## src/rtl/inet_checksum_stream.sv

```systemverilog
// ---------------------------------------------------------------------------
// inet_checksum_stream
//   Streaming RFC 1071 ones-complement checksum over a byte stream delivered
//   IN_BYTES bytes per beat. Handles a partial final beat, odd total length
//   (final byte zero-padded in the low half of its word), a seeded start
//   value (e.g. a pseudo-header partial sum) and a verify flag.
//
// Ports
//   clk        clock
//   rst        synchronous, active-high reset
//   start      begin a new packet; loads init as the running sum
//   init       16-bit seed partial sum, sampled on start
//   inclk      input beat valid
//   in         beat data; byte 0 is the most significant byte
//   in_last    this beat is the final beat of the packet
//   in_nbytes  number of valid bytes on the final beat (0..IN_BYTES)
//   busy       folding / presenting the result; inclk is ignored
//   outclk     one-cycle result strobe
//   out        ~folded sum (value for the checksum field), held until next result
//   ok         folded sum == 16'hffff (received data verifies), held likewise
// ---------------------------------------------------------------------------
module inet_checksum_stream #(
  parameter  int IN_BYTES = 4,
  parameter  int ACC_LEN  = 32,
  localparam int NB_W     = $clog2(IN_BYTES + 1)
) (
  input  logic                    clk,
  input  logic                    rst,
  input  logic                    start,
  input  logic [15:0]             init,
  input  logic                    inclk,
  input  logic [IN_BYTES*8-1:0]   in,
  input  logic                    in_last,
  input  logic [NB_W-1:0]         in_nbytes,
  output logic                    busy,
  output logic                    outclk,
  output logic [15:0]             out,
  output logic                    ok
);

  typedef enum logic [2:0] {
    ST_IDLE  = 3'd0,
    ST_ACCUM = 3'd1,
    ST_FOLD1 = 3'd2,
    ST_FOLD2 = 3'd3,
    ST_DONE  = 3'd4
  } state_t;

  state_t               state_q, state_d;
  logic [ACC_LEN-1:0]   acc_q, acc_d;
  logic                 phase_q, phase_d;
  logic                 busy_q, busy_d;
  logic                 outclk_q, outclk_d;
  logic [15:0]          out_q, out_d;
  logic                 ok_q, ok_d;

  logic                 base_phase;
  int                   n_valid;
  logic [7:0]           byte_val;
  logic [ACC_LEN-1:0]   contrib;
  logic [ACC_LEN-1:0]   beat_sum;
  logic                 phase_after;
  logic [ACC_LEN-1:0]   acc_lo;
  logic [ACC_LEN-1:0]   acc_hi;
  logic [ACC_LEN-1:0]   fold;

  // Sum of the current beat's valid bytes, each placed high or low in its
  // 16-bit word by its stream position parity. A beat taken together with
  // start is at stream position 0, so it ignores the stored phase.
  always_comb begin
    beat_sum    = '0;
    byte_val    = 8'h00;
    contrib     = '0;
    base_phase  = start ? 1'b0 : phase_q;
    n_valid     = in_last ? int'(in_nbytes) : IN_BYTES;
    for (int i = 0; i < IN_BYTES; i++) begin
      byte_val = (i < n_valid) ? in[IN_BYTES*8-1-8*i -: 8] : 8'h00;
      contrib  = ((base_phase ^ i[0]) == 1'b0)
               ? {{(ACC_LEN-16){1'b0}}, byte_val, 8'h00}
               : {{(ACC_LEN-8){1'b0}}, byte_val};
      beat_sum = beat_sum + contrib;
    end
    phase_after = base_phase ^ n_valid[0];
  end

  // End-around carry: low 16 bits plus everything above them.
  always_comb begin
    acc_lo = {{(ACC_LEN-16){1'b0}}, acc_q[15:0]};
    acc_hi = {16'h0000, acc_q[ACC_LEN-1:16]};
    fold   = acc_lo + acc_hi;
  end

  // Next-state, accumulator and result computation.
  always_comb begin
    state_d = state_q;
    acc_d   = acc_q;
    phase_d = phase_q;
    out_d   = out_q;
    ok_d    = ok_q;
    if (start) begin
      // New packet from any state; an in-flight fold is simply dropped.
      acc_d   = {{(ACC_LEN-16){1'b0}}, init} + (inclk ? beat_sum : {ACC_LEN{1'b0}});
      phase_d = inclk ? phase_after : 1'b0;
      state_d = (inclk && in_last) ? ST_FOLD1 : ST_ACCUM;
    end else begin
      case (state_q)
        ST_IDLE: begin
          state_d = ST_IDLE;
        end
        ST_ACCUM: begin
          if (inclk) begin
            acc_d   = fold + beat_sum;
            phase_d = phase_after;
            state_d = in_last ? ST_FOLD1 : ST_ACCUM;
          end else begin
            state_d = ST_ACCUM;
          end
        end
        ST_FOLD1: begin
          acc_d   = fold;
          state_d = ST_FOLD2;
        end
        ST_FOLD2: begin
          // Second fold leaves at most 16 bits; capture the result now so
          // out/ok are registered in the same edge that enters DONE.
          acc_d   = fold;
          out_d   = ~fold[15:0];
          ok_d    = (fold[15:0] == 16'hffff);
          state_d = ST_DONE;
        end
        ST_DONE: begin
          state_d = ST_IDLE;
        end
        default: begin
          state_d = ST_IDLE;
        end
      endcase
    end
    busy_d   = (state_d == ST_FOLD1) || (state_d == ST_FOLD2) || (state_d == ST_DONE);
    outclk_d = (state_d == ST_DONE);
  end

  // State and output registers.
  always_ff @(posedge clk) begin
    if (rst) begin
      state_q  <= ST_IDLE;
      acc_q    <= '0;
      phase_q  <= 1'b0;
      busy_q   <= 1'b0;
      outclk_q <= 1'b0;
      out_q    <= 16'h0000;
      ok_q     <= 1'b0;
    end else begin
      state_q  <= state_d;
      acc_q    <= acc_d;
      phase_q  <= phase_d;
      busy_q   <= busy_d;
      outclk_q <= outclk_d;
      out_q    <= out_d;
      ok_q     <= ok_d;
    end
  end

  assign busy   = busy_q;
  assign outclk = outclk_q;
  assign out    = out_q;
  assign ok     = ok_q;

endmodule

```

## config.mk

```make
export PLATFORM = sky130hd
export DESIGN_NAME = inet_checksum_stream
export DESIGN_NICKNAME = d
export VERILOG_FILES = /design/src/rtl/inet_checksum_stream.sv
export SDC_FILE = /design/constraint.sdc
export NUM_CORES = 1
export LEC_CHECK = 0
export CORE_MARGIN = 2
export CORE_UTILIZATION = 29
export CTS_BUF_LIST = sky130_fd_sc_hd__clkbuf_8 sky130_fd_sc_hd__clkbuf_16
export DETAILED_ROUTE_END_ITERATION = 6
export PLACE_DENSITY = 0.49
export SYNTH_ARGS = -nofsm -noshare
export SYNTH_HDL_FRONTEND = slang
export SYNTH_SLANG_ARGS = --single-unit
export TNS_END_PERCENT = 10
```

## constraint.sdc

```tcl
create_clock -name clk -period 6.9 [get_ports clk]
set_clock_uncertainty 0.1 [all_clocks]
set_input_delay 0.69 -clock clk [delete_from_list [all_inputs] [get_ports clk]]
set_output_delay 0.69 -clock clk [all_outputs]
set_load 0.03 [all_outputs]
```

* Word level (Yosys, flattened, before mapping) *
Cells that the tools add are included.

operators by class
  divide/modulo/power cells = 0
  shift-type cells = 0
  magnitude comparators = 4
  $add $sub $neg = 6
  reductions and logical operators = 10
  muxes and demuxes = 23
  eq/ne operators = 8
  bitwise logic cells = 3
  $mul = 0

operator list
  cell                  number
  $mux 16               4
  $mux 32               2
  $pmux 32 s2           1
  $add 16x16->17        2
  $mux 8                4
  $add 16x19->20        1
  $add 17x19->20        1
  $add 18x16->19        1
  $mux 19               1
  $add 17x16->18        1
  $eq 16x16->1 const B  1
  $not 16->16           1
  $eq 3x2->1 const B    4
  $pmux 3 s3            1
  $lt 1x3->1 const A    2
  $lt 2x3->1 const A    2
  $mux 2                3
  $mux 3                2
  $reduce_and 2->1      3
  $mux 1                5
  $reduce_bool 2->1     2
  $eq 3x1->1 const B    1
  $eq 3x3->1 const B    1
  $ne 3x3->1 const B    1
  other kinds (6)       7

word-level totals
  input port bits = 56
  RAM bits = 0
  register bits after elaboration = 55
  latch bits = 0
  output and inout port bits = 19
  memories = 0
  bits in read-only memories = 0
  word-level logic and storage cells = 61

* Longest topological paths before layout *
  word-level depth = 11
  depth in mapped cells = 26
  depth with buffers taken out = 26

* Least setup slack after synthesis *
OpenSTA, ideal clock, no wires.

  path type = input port to flip-flop
  from = in in_nbytes[2]
  to = reg acc_q[17]
  setup time = 0.117 ns
  arrival time = 5.535 ns
  path slack = 1.148 ns
  path buffers = 0
  cell stages on the path = 24
  required time = 6.683 ns
  cell sequence = nand2b_1 nor3_1 nor2_1 a22o_1 ha_1 inv_1 fa_1 inv_1 ha_1 a21oi_1 o211ai_1 a311oi_2 nor2b_1 o21bai_1 a21oi_1 xnor2_1 ha_1 a21oi_1 inv_1 a211oi_1 o21ai_0 a211o_1 mux2_1 a32o_1

between the ends
  word-level cells in the longest chain between the ends = 11
  elaborated cells on any way between the ends = 22
  classes of those cells = add/sub: 5; order compare: 4; mux: 13

ends and longest elaborated chain
  item                  RTL line  source
  start, declared       34        input logic [NB_W-1:0] in_nbytes,
  $mux 3 (*)            75        n_valid = in_last ? int'(in_nbytes) : IN_BYTES;
  $lt 1x3->1            77        byte_val = (i < n_valid) ? in[IN_BYTES*8-1-8*i -: 8] : 8'h00;
  $mux 8                77
  $mux 16               79        ? {{(ACC_LEN-16){1'b0}}, byte_val, 8'h00}
  $add 16x16->17        81        beat_sum = beat_sum + contrib;
  $add 17x16->18        81
  $add 18x16->19 (*)    81
  $add 17x19->20        112       acc_d = fold + beat_sum;
  $mux 32               111       if (inclk) begin
  $pmux 32 s2           106       case (state_q)
  $mux 32 (*)           100       if (start) begin
  end signal, assigned  147       acc_q <= '0;
  end signal, assigned  155       acc_q <= acc_d;
  end, declared         50        logic [ACC_LEN-1:0] acc_q, acc_d;

Every way passes the cells marked *; elsewhere a longest branch is shown, timed or not. The select of a mux whose other input is x is not followed.
A chain may end at the register's enable or synchronous reset.

* Worst setup path after layout *
  from = in in_last
  to = reg acc_q[17]

between the ends
  word-level cells in the longest chain between the ends = 11
  elaborated cells on any way between the ends = 22
  classes of those cells = add/sub: 5; order compare: 4; mux: 13

ends and longest elaborated chain
  item                RTL line  source
  start, declared     33        input logic in_last,
  $mux 3 (*)          75
  $lt 1x3->1          77
  $mux 8              77
  $mux 16             79
  $add 16x16->17      81
  $add 17x16->18      81
  $add 18x16->19 (*)  81
  $add 17x19->20      112
  $mux 32             111
  $pmux 32 s2         106
  $mux 32 (*)         100

Marks and branches as above.

==> flow_summary.yaml <==
floorplan:
  core_area_um2: 19270
  dieWidth_um: 143.6
  ios: 75
  die_y_um: 143.6
  start_util_pct: 29.34
  dieArea_um2: 20630
  rows: 51
yosys:
  ys_types: 56
  async_flop_share_pct: 0
  synth_edf_count: 0
  synth_cells: 763
  ys.flop_type: "dfxtp_1"
  synthesis.area_um2: 5654
  synth.avg_cell_area_um2: 7.410
  syn-num-nets: 907
  ys_ff_latch: 42
  ys.warnings.count: 0
  yosysSeqAreaShare_pct: 14.87
clocking:
  cts_sinks: 42
  holdBufCountCts: 0
  clk_pin_slew_ns: 0.06
  cts_setup_buffers: 0
  cts_htree_levels: 2
  insertion_delay_ns: 0.28
  cts.path.max_buffers: 2
  cts_tree: "built"
  root_buffer: "clkbuf_16"
  cts_buffers: 5
  cts_resized: 0
layout:
  final_nets: 975
  layout-drive-gt1-share_pct: 3.490
  syn2layout_area_growth_pct: 21.55
  instances_no_fill: 1097
placed_design:
  dp_hpwl_mm: 13.54
  numPortBuffers: 74
  dp.cells: 1089
  gp_congestion: 0.8646
power_and_ir_drop:
  p_leak_uw: 0.003050
  p_per_area_nw_per_um2: 206.1
  peakVddDrop_mv: 0.08802
  total_power_uw: 1417
worst_hold_path:
  hp-class: "flop to flop"
setup_path:
  path_class: "input pin to flop"
  regToRegSetupSlack_ns: 1.03
  crit_path_max_fanout: 8
  critPathCaptureType: "flop"
  critPathArrivalTime_ns: 6.46
  slowest_delay_ns: 0.59
  start_kind: "input pin"
  cp.required_ns: 6.98
  crit_path_top_delay_cell: "clkdlybuf4s50_1"
detailed_routing:
  drc: 0
  ant_nets: 0
  drt-total-wl_mm: 15.87
  routedWlPerCell_um: 14.46
  first_iter_violations: 272
  vias: 5365
  vias_per_cell: 4.891
  firstDrtPassIters: 4
grt:
  grt_pass1_wl_mm: 26.28
  grt.overflow.total: 0
  grt_pass1_vias: 5241
  grt_usage_pct: 15.76
  grt_max_degree: 44
  antenna_found_initial: 2
sta:
  rsz0062_at_grt: "no"
  tightest_slew_ns: 1.019
  slew_headroom_pct: 31.96
  report.final.slew_viol_count: 0
  finalCritPeriodShare_pct: 92.50
  final-hold-violation-count: 0
  fmax_mhz: 156.7
  fin_tns_setup_ns: 0
  setup_viol: 0
  min_period_ns: 6.382
outcome:
  status: "completed"
run:
  maxCapViolCount: 0
-- layout by cell type (no fill, tap or decap), drive strengths merged, types with 3 or more instances in the layout --
cell,Yosys,routed
clkdlybuf4s50,0,74
nor3,18,18
fa,19,19
nand2,71,71
inv,74,76
a311oi,5,5
or3,3,3
and3,8,8
a211oi,17,17
ha,69,69
a2111oi,4,4
a22o,16,16
clkbuf,24,5
o31ai,6,6
dfxtp,42,42
and2,35,35
o21ai,25,25
nand3b,6,6
xor2,18,18
o21bai,8,8
nand4,4,4
nand3,17,17
buf,1,12
nor4,3,3
nor2b,16,16
a21o,14,14
xnor2,28,28
a211o,5,5
mux2i,3,3
o21a,14,14
o211ai,8,8
a21oi,64,64
nor2,80,80
a31oi,7,7
nand2b,8,8
-- cells by family after synthesis --
| kind of cell | Yosys count | share of synthesized area (%) |
|---|---|---|
| AO/OA/AOI/OAI | 209 | 25.32 |
| XOR/XNOR | 46 | 7.126 |
| adder cells (fa/ha/maj) | 88 | 22.00 |
| buffers and inverters | 99 | 6.572 |
| flip-flops | 42 | 14.87 |
| multiplexers | 4 | 0.7303 |
| AND/OR/NAND/NOR | 275 | 23.39 |
-- registers in the layout, indices dropped and copies added (netlist names) --
register  flops
busy          1
acc_q        19
ok            1
out          16
phase_q       1
state_q       3
outclk        1
-- cell type report --
| cell class | instances | area, um2 |
|---|---|---|
| fill | 2120 | 12400 |
| sequential | 42 | 840.8 |
| antenna | 1 | 2.502 |
| clock inverter | 2 | 7.507 |
| multi-input combinational | 622 | 4457 |
| clock buffer | 5 | 125.1 |
| inverter | 74 | 277.8 |
| tap | 265 | 331.6 |
| timing repair buffer | 86 | 830.8 |
-- metrics by stage --
step	instance area (um2)	util (%)	setup slack [ns]	hold slack, ns
global placement	6723	34.89	0.1833	0.3434
detailed placement	6723	34.89	0.01273	0.3468
floorplan	5654	-	1.148	0.3533
finish	6873	35.66	0.5176	0.3511
CTS	6855	35.57	0.3072	0.3544
global route	6870	35.65	0.06678	0.3667
-- synthesized netlist by cell type, drive strengths merged (16+ instances only) --
| master | n | area, um2 |
|---|---|---|
| xor2 | 18 | 157.7 |
| nor2b | 16 | 100.1 |
| o21ai | 25 | 128.9 |
| a21oi | 64 | 320.3 |
| clkbuf | 24 | 90.09 |
| nor2 | 80 | 300.3 |
| inv | 74 | 277.8 |
| ha | 69 | 863.3 |
| nand3 | 17 | 85.08 |
| dfxtp | 42 | 840.8 |
| a22o | 16 | 140.1 |
| xnor2 | 28 | 245.2 |
| a211oi | 17 | 127.6 |
| nand2 | 71 | 266.5 |
| and2 | 35 | 219.0 |
| nor3 | 18 | 90.09 |
| fa | 19 | 380.4 |
-- layer usage --
layer,GRT usage (%),vias to the layer above,wire length [um]
met5,0,-,12
li1,-,2818,-
met2,26.29,103,7067
met4,3.148,2,135
met3,1.599,6,623
met1,22.10,2436,8029
-- worst paths after layout --
kind / start / to / cells past startpoint
worst max register to register: phase_q / acc_q[17] / 23
worst min-delay path: out[10] / out[10] / 2
worst min register to register: out[10] / out[10] / 2
worst max-delay path: in_last / acc_q[17] / 26
-- worst max-delay path: cells and delay by family --
kind / cells / cell delay (ns)
buffers and inverters: 5 / 0.95
AND/OR/NAND/NOR: 5 / 0.74
XOR/XNOR: 1 / 0.18
AO/OA/AOI/OAI: 10 / 2.15
adder cells (fa/ha/maj): 4 / 1.48
multiplexers: 1 / 0.29
-- report_power, final --
group          leakage, uW  switching (uW)  internal, uW
Clock            0.0000723            87.9           129
Sequential        0.000343            27.0           267
Combinational      0.00263             507           398
Power figures use the tool's default switching activity.
